$ cat src/rtl/hazard_ctrl_mc.sv
// Pipeline hazard controller for the five-stage core: M/W forwarding, load-use,
// multi-cycle execute and data-memory wait stalls, branch flushes, stall counter.
module hazard_ctrl_mc #(
    parameter int REG_ADDR_W        = 5,
    parameter int LOAD_STALL_CYCLES = 1,
    parameter int STALL_CNT_W       = 32
) (
    input  logic                   clk,
    input  logic                   reset,
    input  logic [REG_ADDR_W-1:0]  Rs1D,
    input  logic [REG_ADDR_W-1:0]  Rs2D,
    input  logic [REG_ADDR_W-1:0]  Rs1E,
    input  logic [REG_ADDR_W-1:0]  Rs2E,
    input  logic [REG_ADDR_W-1:0]  RdE,
    input  logic [REG_ADDR_W-1:0]  RdM,
    input  logic [REG_ADDR_W-1:0]  RdW,
    input  logic                   ResultSrcEb2,
    input  logic                   PCSrcE,
    input  logic                   RegWriteM,
    input  logic                   RegWriteW,
    input  logic                   McBusyE,
    input  logic                   MemReqM,
    input  logic                   MemReadyM,
    output logic                   StallF,
    output logic                   StallD,
    output logic                   StallE,
    output logic                   StallM,
    output logic                   FlushD,
    output logic                   FlushE,
    output logic                   FlushM,
    output logic                   FlushW,
    output logic [1:0]             ForwardAE,
    output logic [1:0]             ForwardBE,
    output logic [STALL_CNT_W-1:0] StallCnt
);

    typedef enum logic [1:0] {
        RUN        = 2'd0,
        LOAD_STALL = 2'd1,
        MC_WAIT    = 2'd2,
        MEM_WAIT   = 2'd3
    } stateT;

    localparam logic [3:0] LD_INIT = (LOAD_STALL_CYCLES > 1) ? 4'(LOAD_STALL_CYCLES - 2) : 4'd0;
    localparam bit MULTI_LOAD_STALL = (LOAD_STALL_CYCLES > 1);

    stateT      state, stateNext;
    logic [3:0] LdCnt, LdCntNext;
    logic       LdPend, LdPendNext;

    logic memHaz;
    logic mcHaz;
    logic newLoadUse;

    assign memHaz     = MemReqM & ~MemReadyM;
    assign mcHaz      = McBusyE;
    assign newLoadUse = ResultSrcEb2 && (RdE != '0) && ((Rs1D == RdE) || (Rs2D == RdE));

    // LdPend marks a multi-cycle load stall still in progress; it survives a
    // mem/mc preemption so the stall resumes from the frozen LdCnt afterwards.
    always_ff @(posedge clk) begin
        // NOTE: sequential state uses non-blocking assignments so every register
        // samples the pre-edge values, independent of statement order.
        if (!reset) begin
            state  <= RUN;
            LdCnt  <= 4'd0;
            LdPend <= 1'b0;
        end else begin
            state  <= stateNext;
            LdCnt  <= LdCntNext;
            LdPend <= LdPendNext;
        end
    end

    always_comb begin
        // NOTE: every output and next-state value gets a default first, so no
        // path through the priority chain can infer a latch.
        StallF     = 1'b0;
        StallD     = 1'b0;
        StallE     = 1'b0;
        StallM     = 1'b0;
        FlushD     = 1'b0;
        FlushE     = 1'b0;
        FlushM     = 1'b0;
        FlushW     = 1'b0;
        stateNext  = RUN;
        LdCntNext  = LdCnt;
        LdPendNext = LdPend;

        if (!reset) begin
            FlushD     = 1'b1;
            FlushE     = 1'b1;
            FlushM     = 1'b1;
            FlushW     = 1'b1;
            LdCntNext  = 4'd0;
            LdPendNext = 1'b0;
        end else if (memHaz) begin
            StallF    = 1'b1;
            StallD    = 1'b1;
            StallE    = 1'b1;
            StallM    = 1'b1;
            FlushW    = 1'b1;
            stateNext = MEM_WAIT;
        end else if (mcHaz) begin
            StallF    = 1'b1;
            StallD    = 1'b1;
            StallE    = 1'b1;
            FlushM    = 1'b1;
            stateNext = MC_WAIT;
        end else if (PCSrcE) begin
            // The branch squashes the dependent instruction, so any load stall is moot.
            FlushD     = 1'b1;
            FlushE     = 1'b1;
            LdCntNext  = 4'd0;
            LdPendNext = 1'b0;
        end else if (LdPend) begin
            StallF = 1'b1;
            StallD = 1'b1;
            FlushE = 1'b1;
            if (LdCnt == 4'd0) begin
                LdPendNext = 1'b0;
            end else begin
                LdCntNext = LdCnt - 4'd1;
                stateNext = LOAD_STALL;
            end
        end else if (newLoadUse) begin
            StallF = 1'b1;
            StallD = 1'b1;
            FlushE = 1'b1;
            if (MULTI_LOAD_STALL) begin
                LdCntNext  = LD_INIT;
                LdPendNext = 1'b1;
                stateNext  = LOAD_STALL;
            end
        end
    end

    always_comb begin
        ForwardAE = 2'b00;
        ForwardBE = 2'b00;
        if (reset) begin
            if ((Rs1E != '0) && RegWriteM && (Rs1E == RdM)) begin
                ForwardAE = 2'b10;
            end else if ((Rs1E != '0) && RegWriteW && (Rs1E == RdW)) begin
                ForwardAE = 2'b01;
            end
            if ((Rs2E != '0) && RegWriteM && (Rs2E == RdM)) begin
                ForwardBE = 2'b10;
            end else if ((Rs2E != '0) && RegWriteW && (Rs2E == RdW)) begin
                ForwardBE = 2'b01;
            end
        end
    end

    always_ff @(posedge clk) begin
        if (!reset) begin
            StallCnt <= '0;
        end else if (StallF && (StallCnt != '1)) begin
            StallCnt <= StallCnt + 1'b1;
        end
    end

endmodule

$ cat config.mk
export PLATFORM = sky130hd
export DESIGN_NAME = hazard_ctrl_mc
export DESIGN_NICKNAME = d
export VERILOG_FILES = /design/src/rtl/hazard_ctrl_mc.sv
export SDC_FILE = /design/constraint.sdc
export NUM_CORES = 1
export LEC_CHECK = 0
export CAP_MARGIN = 20
export CORE_MARGIN = 4
export CORE_UTILIZATION = 31
export CTS_BUF_LIST = sky130_fd_sc_hd__clkbuf_4
export CTS_CLUSTER_SIZE = 40
export DETAILED_ROUTE_END_ITERATION = 10
export GPL_TIMING_DRIVEN = 0
export PLACE_DENSITY = 0.66
export SLEW_MARGIN = 10
export SYNTH_ARGS = -nofsm -noshare
export SYNTH_HDL_FRONTEND = slang
export SYNTH_SLANG_ARGS = --single-unit
$ cat constraint.sdc
create_clock -name clk -period 6.3 [get_ports clk]
set_input_delay 1.26 -clock clk [delete_from_list [all_inputs] [get_ports clk]]
set_output_delay 1.26 -clock clk [all_outputs]
set_load 0.01 [all_outputs]
# Word level (Yosys, flattened, before mapping)
# Cells that the tools add are included.
[totals]
word_cells = 70
regBits = 37
[op_classes]
reduce_logical = 19
n_mux = 34
n_addsub = 2
n_bitwise = 4
eq_ne = 8
[op_table]
columns = ["op", "n"]
rows = [
  ["$add A32 B1 Y32 const B", 1],
  ["$ne A32 B32 Y1 const B", 1],
  ["$eq A5 B5 Y1", 6],
  ["$mux W1", 27],
  ["$reduce_bool A5 Y1", 3],
  ["$mux W4", 3],
  ["$logic_and A1 B1 Y1", 11],
  ["$mux W2", 4],
  ["$logic_not A4 Y1", 1],
  ["$reduce_and A4 Y1", 1],
  ["$sub A4 B1 Y4 const B", 1],
  ["$not A1 Y1", 3],
  ["$ne A2 B2 Y1 const B", 1],
  ["$reduce_and A2 Y1", 1],
  ["$reduce_bool A2 Y1", 1],
  ["$and A1 B1 Y1", 1],
  ["$logic_or A1 B1 Y1", 1],
]

# Depth between registers and ports, before layout
# Gate-level depths: netlist (run 1).
[depth]
depth_word = 10
depth_mapped = 8
depth_no_buf = 8

# Worst setup path after synthesis (run 1)
# No wires, ideal clock.
[synth_path]
kind = "input to output"
start = "in RdE[1]"
end = "out StallF"
t_arrival_ns = 2.730
slack_ns = 2.310
cell_stages = 7
path_cell_list = "or4_1 > o21ai_0 > or2_2 > a2bb2oi_2 > buf_4 > inv_1 > buf_4"
[synth_between]
elab_chain_len = 9
[synth_rtl]
columns = ["item", "line_no", "source"]
rows = [
  ["start: declaration", "14", "input logic [REG_ADDR_W-1:0] RdE,"],
  ["$eq A5 B5 Y1 / $reduce_bool A5 Y1 (equally long branches)", "57", "assign newLoadUse = ResultSrcEb2 && (RdE != '0) && ((Rs1D == RdE) || (Rs2D == RdE));"],
  ["$logic_or A1 B1 Y1 / $logic_and A1 B1 Y1 (equally long branches)", "57", ""],
  ["$logic_and A1 B1 Y1 *", "57", ""],
  ["$mux W1 * (6 in a row)", "-", ""],
  ["end: declaration", "24", "output logic StallF,"],
]
# Every way passes the cells marked *; elsewhere a longest branch is shown, timed or not.

# Worst setup path in the final report (run 1)
[layout_path]
start = "in RdE[1]"
end = "out StallF"
[layout_between]
elab_chain_len = 9
[layout_rtl]
columns = ["item", "line_no", "source"]
rows = [
  ["$eq A5 B5 Y1 / $reduce_bool A5 Y1 (equally long branches)", "57", ""],
  ["$logic_or A1 B1 Y1 / $logic_and A1 B1 Y1 (equally long branches)", "57", ""],
  ["$logic_and A1 B1 Y1 *", "57", ""],
  ["$mux W1 *", "126", "end else if (newLoadUse) begin"],
  ["$mux W1 *", "116", "end else if (LdPend) begin"],
  ["$mux W1 *", "110", "end else if (PCSrcE) begin"],
  ["$mux W1 *", "104", "end else if (mcHaz) begin"],
  ["$mux W1 *", "97", "end else if (memHaz) begin"],
  ["$mux W1 *", "90", "if (!reset) begin"],
]
# Marked as above.

==> flow_summary.json, run 1 <==
{
  "outcome": "complete, no violations",
  "async_reset_ff_share_pct": 0,
  "ys_seq_elements": 37,
  "cts-root-buf": "clkbuf_4",
  "synth.distinct_cells": 47,
  "vias_per_cell": 5.518,
  "met1_usage_pct": 20.13,
  "grt_start_max_net_pins": 14,
  "drive_above_1_share_pct": 5.911,
  "r2r_setup_slack_ns": 3.98,
  "fin_nets": 452,
  "die-area_um2": 9565,
  "cts.path.max_buffers": 2,
  "cts_tree": "yes",
  "worstPathMaxFanout": 10,
  "drt_wl_total_um": 8245,
  "synth_area_leaders": "dfxtp_1 (30%), xnor2_1 (5.6%), xor2_1 (4.9%)",
  "dr.first_iter.drc_count": 266,
  "synth_edf_count": 0,
  "grt_first_pass_wirelength_um": 13260,
  "layout_commonest_cell": "clkdlybuf4s50_1",
  "final.setup.tns_ns": 0,
  "met3_usage_pct": 3.857,
  "core-area_um2": 7767,
  "row_count": 32,
  "end_kind": "primary output",
  "crit_type": "in2out",
  "cp.arrival_ns": 4.05,
  "use_met2_pct": 29.73,
  "drt_drc_violations_left": 0,
  "synthesis.nets": 358,
  "cts_sinks": 37,
  "vias": 2803,
  "start_util_pct": 32.18,
  "antennaDiodeCount": 0,
  "dr.pass1.iters": 6,
  "ir_worst_vdd_uv": 73.53,
  "wl_per_cell_um": 16.23,
  "area_delta_synth_final_pct": 44.19,
  "grt_util_all_layers_pct": 16.79,
  "max_freq_ghz": 0.1883,
  "grt-busiest-layer": "met2",
  "final_cells": 508,
  "leakagePower_nw": 1.174,
  "seqCellArea_um2": 740.7,
  "yosys.area.top_type": "dfxtp_1",
  "hold_class": "reg2reg",
  "max-slew-margin-rel_pct": 61.60,
  "synth_top_area_share_pct": 29.63,
  "setup_violations": 0,
  "nFillCells": 790,
  "drv_cap": 0,
  "die_w_um": 97.80,
  "antenna_found_initial": 0,
  "die_h_um": 97.80,
  "avgSynthCellArea_um2": 8.038,
  "multi_input_area_um2": 1635,
  "grt_setup_unrepaired": "false",
  "path_clk_slew_ns": 0.14,
  "clock_skew_ns": 0.01959,
  "start_kind": "input port",
  "port_buffers": 87,
  "grt_pass1_vias": 2710,
  "dp.final_hpwl_um": 6222,
  "drv_slew": 0,
  "worstMarginPinSlew_ns": 0.5742,
  "cts_hold_buf": 0,
  "clkLatencyLatePin_ns": 0.36,
  "period_minus_slack_ns": 5.310,
  "critPathRequiredTime_ns": 5.04,
  "globalplace.congestion": 0.8698,
  "cts_made_buffers": 5,
  "cts_setup_buffers": 0,
  "power_density_nw_per_um2": 155.0,
  "final_util_pct": 46.41,
  "overflow": 0,
  "netlist_area_um2": 2500,
  "dp_cells": 500,
  "synth_ff_type": "dfxtp_1",
  "synthCells": 311,
  "period_share_pct": 84.29,
  "cts_htree_levels": 2,
  "yosysSeqAreaShare_pct": 29.63,
  "layout_common_cells": "clkdlybuf4s50_1 (87), dfxtp_1 (37), nand2_1 (26), a21oi_1 (23), nand4_1 (17)",
  "io-pin-count": 88,
  "drtAntennaViolNets": 0,
  "yosysWarnings": 0,
  "power_mw": 0.5587,
  "cts_resized": 0,
  "hold_viol_final": 0
}
state kept, by name (all words and copies together), names as in the netlist:
register,cells
LdCnt,4
LdPend,1
StallCnt,32
area by class of cell:
cell class,instances,share of cell area (%)
clock buffers,5,1.041
repair buffers,87,24.16
clock inverters,3,1.909
well taps,102,3.540
plain buffers,15,2.187
inverters,12,1.250
flip-flops and latches,37,20.55
multi-input cells,247,45.37
per-layer routing:
metal	wire length, um	vias to the layer above
met2	3980	148
li1	-	1344
met4	153	0
met1	3424	1291
met5	0	-
met3	687	20
Yosys cell counts (all sizes together), types with 8 or more instances:
cell     n
a21oi   23
clkbuf   8
dfxtp   37
inv     12
mux2i    8
nand2   26
nand2b  10
nand3   16
nand4   18
nor2    16
nor4     9
o21ai   13
o31ai   16
or4     13
xnor2   16
xor2    14
cells by family (layout without fill, tap and decap cells):
group | Yosys count | count (layout) | share of synthesized area, %
simple gates | 140 | 140 | 33.18
compound gates | 66 | 66 | 17.02
flops | 37 | 37 | 29.63
xor+xnor | 30 | 30 | 10.51
buf+inv | 27 | 122 | 4.955
mux | 8 | 8 | 3.203
fa+ha+maj | 3 | 3 | 1.502
critical path, cell delays in order:
cell and delay (ns):
clkdlybuf4s50_1 0.47, or4_1 0.55, o21ai_0 0.24, or2_2 0.17, a2bb2oi_2 0.32, buf_4 0.26, inv_1 0.15, buf_4 0.16
clkdlybuf4s50_1 0.46
worst paths after layout:
kind | start | to | cells past startpoint
hold reg to reg | StallCnt[20] | StallCnt[20] | 2
setup / recovery | RdE[1] | StallF | 9
setup reg to reg | StallCnt[0] | StallCnt[7] | 7
hold / removal | StallCnt[20] | StallCnt[20] | 2
through the flow:
stage | hold WS, ns | worst slack [ns] | cell area, um2
floorplan | 0.4523 | 2.310 | 2500
global placement | 0.4733 | 1.014 | 3498
global route | 0.5376 | 0.8479 | 3605
CTS | 0.5135 | 1.002 | 3605
detailed placement | 0.4844 | 1.009 | 3498
finish | 0.5141 | 0.9895 | 3605
where the power goes:
group	internal [mW]	switching (mW)	total [mW]	leakage, nW
registers	0.236	0.00228	0.238	0.298
clock network	0.125	0.0908	0.216	0.0558
logic	0.0541	0.0509	0.105	0.820
total	0.415	0.144	0.559	1.17
No activity file was read; power rests on OpenSTA's default activity.
==> run 2: changes to the inputs <==
==> constraint.sdc (replaced) <==
create_clock -name clk -period 5 [get_ports clk]
set_input_delay 1 -clock clk [delete_from_list [all_inputs] [get_ports clk]]
set_output_delay 1 -clock clk [all_outputs]
set_load 0.01 [all_outputs]
==> results of run 2 <==
The final DEF is identical to that of run 1. Status: complete, no violations.
Main changes from that run: setup slack after placement 1.009 ns -> 0.2287 ns; setup slack after layout 0.9895 ns -> 0.2095 ns; register-to-register setup slack 3.98 ns -> 2.68 ns; total power 0.5587 mW -> 0.7039 mW; worst IR drop on VDD 73.53 uV -> 92.65 uV
==> run 3: changes to the inputs <==
==> constraint.sdc (replaced) <==
create_clock -name clk -period 5.9 [get_ports clk]
set_input_delay 1.18 -clock clk [delete_from_list [all_inputs] [get_ports clk]]
set_output_delay 1.18 -clock clk [all_outputs]
set_load 0.01 [all_outputs]
==> results of run 3 <==
The final DEF is identical to that of run 1. Status: complete, no violations.
Main changes from that run: setup slack after placement 1.009 ns -> 0.7687 ns; setup slack after layout 0.9895 ns -> 0.7495 ns; register-to-register setup slack 3.98 ns -> 3.58 ns; total power 0.5587 mW -> 0.5965 mW; worst IR drop on VDD 73.53 uV -> 78.52 uV
